==> src/rtl/mem_txn_scheduler.sv <==
// Round-robin scheduler sharing one memory port among N requesters with a
// single outstanding transaction sequenced through IDLE/ISSUE/WAIT/RESP.
module mem_txn_scheduler #(
    parameter int unsigned N       = 3,
    parameter int unsigned AW      = 16,
    parameter int unsigned DW      = 32,
    parameter int unsigned TIMEOUT = 64
) (
    input  logic            clk,
    input  logic            reset,
    input  logic [N-1:0]    req_valid,
    input  logic [N-1:0]    req_we,
    input  logic [N*AW-1:0] req_addr,
    input  logic [N*DW-1:0] req_wdata,
    output logic [N-1:0]    req_ready,
    output logic [N-1:0]    resp_valid,
    output logic [DW-1:0]   resp_rdata,
    output logic            resp_err,
    output logic            mem_req,
    output logic            mem_we,
    output logic [AW-1:0]   mem_addr,
    output logic [DW-1:0]   mem_wdata,
    input  logic            mem_gnt,
    input  logic            mem_rvalid,
    input  logic [DW-1:0]   mem_rdata
);

    localparam int unsigned IW = (N > 1) ? $clog2(N) : 1;
    localparam int unsigned TW = $clog2(TIMEOUT + 1);

    typedef enum logic [1:0] {
        S_IDLE  = 2'd0,
        S_ISSUE = 2'd1,
        S_WAIT  = 2'd2,
        S_RESP  = 2'd3
    } state_t;

    state_t          state_q, state_d;
    logic [IW-1:0]   gnt_idx_q, gnt_idx_d;
    logic [IW-1:0]   rr_ptr_q, rr_ptr_d;
    logic            lat_we_q, lat_we_d;
    logic [AW-1:0]   lat_addr_q, lat_addr_d;
    logic [DW-1:0]   lat_wdata_q, lat_wdata_d;
    logic [DW-1:0]   rdata_q, rdata_d;
    logic            err_q, err_d;
    logic [TW-1:0]   tmo_cnt_q, tmo_cnt_d;

    logic            sel_found;
    logic [IW-1:0]   sel_idx;
    logic [IW-1:0]   scan_idx;

    // N is not necessarily a power of two, so the wrap is an explicit compare
    function automatic logic [IW-1:0] wrap_inc(input logic [IW-1:0] v);
        return (32'(v) == N - 1) ? '0 : v + IW'(1);
    endfunction

    // First valid requester at or above rr_ptr, modulo N
    always_comb begin
        sel_found = 1'b0;
        sel_idx   = '0;
        scan_idx  = rr_ptr_q;
        for (int unsigned k = 0; k < N; k++) begin
            if (!sel_found && req_valid[scan_idx]) begin
                sel_found = 1'b1;
                sel_idx   = scan_idx;
            end
            scan_idx = wrap_inc(scan_idx);
        end
    end

    always_comb begin
        state_d     = state_q;
        gnt_idx_d   = gnt_idx_q;
        rr_ptr_d    = rr_ptr_q;
        lat_we_d    = lat_we_q;
        lat_addr_d  = lat_addr_q;
        lat_wdata_d = lat_wdata_q;
        rdata_d     = rdata_q;
        err_d       = err_q;
        tmo_cnt_d   = tmo_cnt_q;
        case (state_q)
            S_IDLE: begin
                if (sel_found) begin
                    gnt_idx_d   = sel_idx;
                    lat_we_d    = req_we[sel_idx];
                    lat_addr_d  = req_addr[32'(sel_idx) * AW +: AW];
                    lat_wdata_d = req_wdata[32'(sel_idx) * DW +: DW];
                    err_d       = 1'b0;
                    tmo_cnt_d   = '0;
                    state_d     = S_ISSUE;
                end
            end
            S_ISSUE: begin
                if (mem_gnt) begin
                    if (lat_we_q) begin
                        rdata_d = '0;
                        state_d = S_RESP;
                    end else begin
                        state_d = S_WAIT;
                    end
                end
            end
            S_WAIT: begin
                tmo_cnt_d = tmo_cnt_q + TW'(1);
                // Read data arriving on the timeout cycle takes priority
                if (mem_rvalid) begin
                    rdata_d = mem_rdata;
                    state_d = S_RESP;
                end else if (32'(tmo_cnt_q) == TIMEOUT - 1) begin
                    err_d   = 1'b1;
                    rdata_d = '0;
                    state_d = S_RESP;
                end
            end
            S_RESP: begin
                rr_ptr_d = wrap_inc(gnt_idx_q);
                state_d  = S_IDLE;
            end
            default: state_d = S_IDLE;
        endcase
    end

    always_ff @(posedge clk or posedge reset) begin
        if (reset) begin
            state_q     <= S_IDLE;
            gnt_idx_q   <= '0;
            rr_ptr_q    <= '0;
            lat_we_q    <= 1'b0;
            lat_addr_q  <= '0;
            lat_wdata_q <= '0;
            rdata_q     <= '0;
            err_q       <= 1'b0;
            tmo_cnt_q   <= '0;
        end else begin
            state_q     <= state_d;
            gnt_idx_q   <= gnt_idx_d;
            rr_ptr_q    <= rr_ptr_d;
            lat_we_q    <= lat_we_d;
            lat_addr_q  <= lat_addr_d;
            lat_wdata_q <= lat_wdata_d;
            rdata_q     <= rdata_d;
            err_q       <= err_d;
            tmo_cnt_q   <= tmo_cnt_d;
        end
    end

    // Outputs decode registered state; req_ready also follows the live scan
    always_comb begin
        req_ready  = '0;
        resp_valid = '0;
        if (state_q == S_IDLE && sel_found && !reset) begin
            req_ready[sel_idx] = 1'b1;
        end
        if (state_q == S_RESP) begin
            resp_valid[gnt_idx_q] = 1'b1;
        end
    end

    assign resp_rdata = (state_q == S_RESP) ? rdata_q : '0;
    assign resp_err   = (state_q == S_RESP) && err_q;
    assign mem_req    = (state_q == S_ISSUE);
    assign mem_we     = (state_q == S_ISSUE) && lat_we_q;
    assign mem_addr   = (state_q == S_ISSUE) ? lat_addr_q : '0;
    assign mem_wdata  = (state_q == S_ISSUE) ? lat_wdata_q : '0;

endmodule

==> config.mk <==
export PLATFORM = sky130hd
export DESIGN_NAME = mem_txn_scheduler
export DESIGN_NICKNAME = d
export VERILOG_FILES = /design/src/rtl/mem_txn_scheduler.sv
export SDC_FILE = /design/constraint.sdc
export NUM_CORES = 1
export LEC_CHECK = 0
export CAP_MARGIN = 10
export CORE_MARGIN = 2
export CORE_UTILIZATION = 42
export CTS_BUF_LIST = sky130_fd_sc_hd__clkbuf_4
export DETAILED_ROUTE_END_ITERATION = 7
export PLACE_DENSITY = 0.83
export SLEW_MARGIN = 20
export SYNTH_ARGS = -nofsm -noshare
export SYNTH_HDL_FRONTEND = slang
export SYNTH_SLANG_ARGS = --single-unit
export TNS_END_PERCENT = 50
==> constraint.sdc <==
create_clock -name clk -period 4.6 [get_ports clk]
set_input_delay 1.15 -clock clk [delete_from_list [all_inputs] [get_ports clk]]
set_output_delay 1.15 -clock clk [all_outputs]
set_load 0.03 [all_outputs]
==> results_dict.tcl, run 1 <==
set metrics [dict create \
    rows 42 \
    power_leakage_nw 3.27 \
    wire_per_inst_um 20.4 \
    port_buffers 274 \
    maxSlewViolCount 0 \
    grt_pass1_wl_um 32900 \
    final_common_cell "clkdlybuf4s50_1" \
    die_x_um 120 \
    period_needed_ns 4.00 \
    outcome "finished clean" \
    ys_seq_area_share_pct 41.9 \
    netlist_instances 623 \
    dpl-instance-area_um2 8490 \
    antenna_found_initial 0 \
    die_area_um2 14500 \
    wl_um 20900 \
    arrival_ns 2.85 \
    stdcell_area_um2 8640 \
    gr-usage-all-layers_pct 28.4 \
    layout.nets 1039 \
    relSlewSlack_pct 44.6 \
    cts.sinks 95 \
    worst_setup_path_end_kind "output pin" \
    hp-class "register to register" \
    hold_viol_final 0 \
    synth_edf_count 0 \
    cts_root_buf "clkbuf_4" \
    cts_hold_buffers 0 \
    dp_hpwl_um 14300 \
    grt_max_degree 93 \
    post_cts_buffers 0 \
    clk_path_buf_depth 2 \
    power.density_nw_per_um2 581 \
    vias 6390 \
    place_congestion 0.931 \
    final.setup.tns_ns 0 \
    synth_area_per_cell_um2 9.11 \
    rsz0062_at_grt "false" \
    initial_utilization_pct 42.9 \
    post_cts_resized 0 \
    crit_fanout 19 \
    maxCapViolCount 0 \
    cts_tree "built" \
    cts_made_buffers 9 \
    fmax_ghz 0.250 \
    routed_via_density 6.22 \
    worst_setup_path_start_kind "register" \
    syn-num-nets 815 \
    coreArea_um2 13200 \
    place_inst 1012 \
    drt_iter0_markers 546 \
    path_class "register to output pin" \
    stdcell_count 1028 \
    clk_latency_ns 0.43 \
    diodes 0 \
    ir_worst_vdd_v 0.000374 \
    gr-total-overflow 0 \
    cts_max_level 3 \
    dr.pass1.iters 6 \
    ys_types 47 \
    worstPathRequired_ns 3.45 \
    skew_ns 0.00994 \
    synth_area_um2 5680 \
    grt_pass1_vias 6567 \
    pin_count 275 \
    yosysWarnings 0 \
    drive_gt1_share_pct 5.99 \
    area_growth_pct 52.3 \
    path_clk_slew_ns 0.15 \
    slowest_delay_ns 0.69 \
    crit_chain "inv_1, ha_1, buf_4, and2_1, clkdlybuf4s50_1" \
    drtAntennaViolNets 0 \
    final_cell_mix "clkdlybuf4s50_1, dfrtp_1, and2_1" \
    synth-seq-cells 95 \
    ys_async_sr_fraction_pct 100 \
    crit_slowest_cell "clkdlybuf4s50_1" \
    setup_viol 0 \
    synthFlopType "dfrtp_1" \
    drc 0 \
    tightestPinTransition_ns 0.831 \
    period_share_pct 86.9 \
    fp.dieH_um 120 \
]
[synthesized netlist by cell type, types with 3 or more instances]
master,number,area [um^2]
buf_2,13,65.1
a22o_1,32,280
o31ai_1,5,37.5
nor2_1,54,203
dfrtp_1,95,2380
nand4_1,51,319
and2_1,82,513
nand2_1,9,33.8
a21oi_1,4,20.0
a41oi_1,50,438
ha_1,6,75.1
nor3_1,4,20.0
buf_6,3,33.8
clkbuf_1,62,233
nand3_1,54,270
a21o_1,3,22.5
o21ai_1,7,35.0
o221ai_1,49,429
inv_1,6,22.5
[layout make-up]
type | count | area, um^2
Fill cell | 1058 | 4600
Multi-Input combinational cell | 441 | 2990
Timing Repair Buffer | 293 | 2870
Sequential cell | 95 | 2380
Tap cell | 176 | 220
Clock inverter | 7 | 87.6
Clock buffer | 9 | 67.6
Inverter | 7 | 31.3
[flip-flops by register name, indices dropped and copies added (netlist names)]
signal / cells
lat_wdata_q: 32
gnt_idx_q: 2
lat_we_q: 1
err_q: 1
lat_addr_q: 16
rdata_q: 32
tmo_cnt_q: 7
rr_ptr_q: 2
state_q: 2
[worst max-delay path: cells and delay by family (launching register included)]
| family | cells | cell delay (ns) |
|---|---|---|
| buf+inv | 3 | 1.15 |
| fa+ha+maj | 1 | 0.63 |
| flops | 1 | 0.45 |
| simple gates | 1 | 0.17 |
[per-layer routing]
layer  global-route usage, %  part of all wire [%]  vias up
li1                        -                     -     2843
met1                    35.5                    40     3055
met2                    48.4                    49      428
met3                    4.48                   8.2       64
met4                    12.7                   3.4        0
met5                       0                     0        -
[logic make-up (layout without fill, tap and decap cells)]
logic type / count (synthesis) / count (layout) / share of synthesized area (%)
compound gates: 164 / 164 / 24.2
fa+ha+maj: 6 / 6 / 1.32
buf+inv: 87 / 316 / 6.44
flops: 95 / 95 / 41.9
mux: 1 / 1 / 0.198
simple gates: 270 / 270 / 25.9
[path summary, 6_finish.rpt]
kind	from	end	slack [ns]	cells after the start
max	state_q[1]	mem_we	0.60	5
min	rdata_q[9]	rdata_q[9]	0.51	1
max reg2reg	state_q[1]	rdata_q[24]	2.09	6
min reg2reg	rdata_q[9]	rdata_q[9]	0.51	1
max in group asynchronous	reset	lat_wdata_q[9]	2.68	3
min in group asynchronous	reset	rr_ptr_q[1]	1.32	2
[stage by stage]
stage	hold slack [ns]	utilization (%)	worst slack, ns	power [mW]
floorplan	0.453	-	0.631	3.36
global placement	0.476	64.1	0.807	4.40
detailed placement	0.477	64.1	0.777	4.50
CTS	0.515	65.3	0.576	5.00
global route	0.525	65.3	0.412	5.32
finish	0.513	65.3	0.605	5.02
[power by group]
part	leakage [nW]	internal (mW)	switching, mW
clock network	0.0871	0.217	0.287
logic	2.03	1.26	1.80
registers	1.16	1.22	0.231
Power figures use the tool's default switching activity.
==> run 2, diff against run 1 <==
- SKIP_LAST_GASP: not set -> 1
==> results of run 2 <==
Final layout, timing and power as in run 1 (identical DEF).
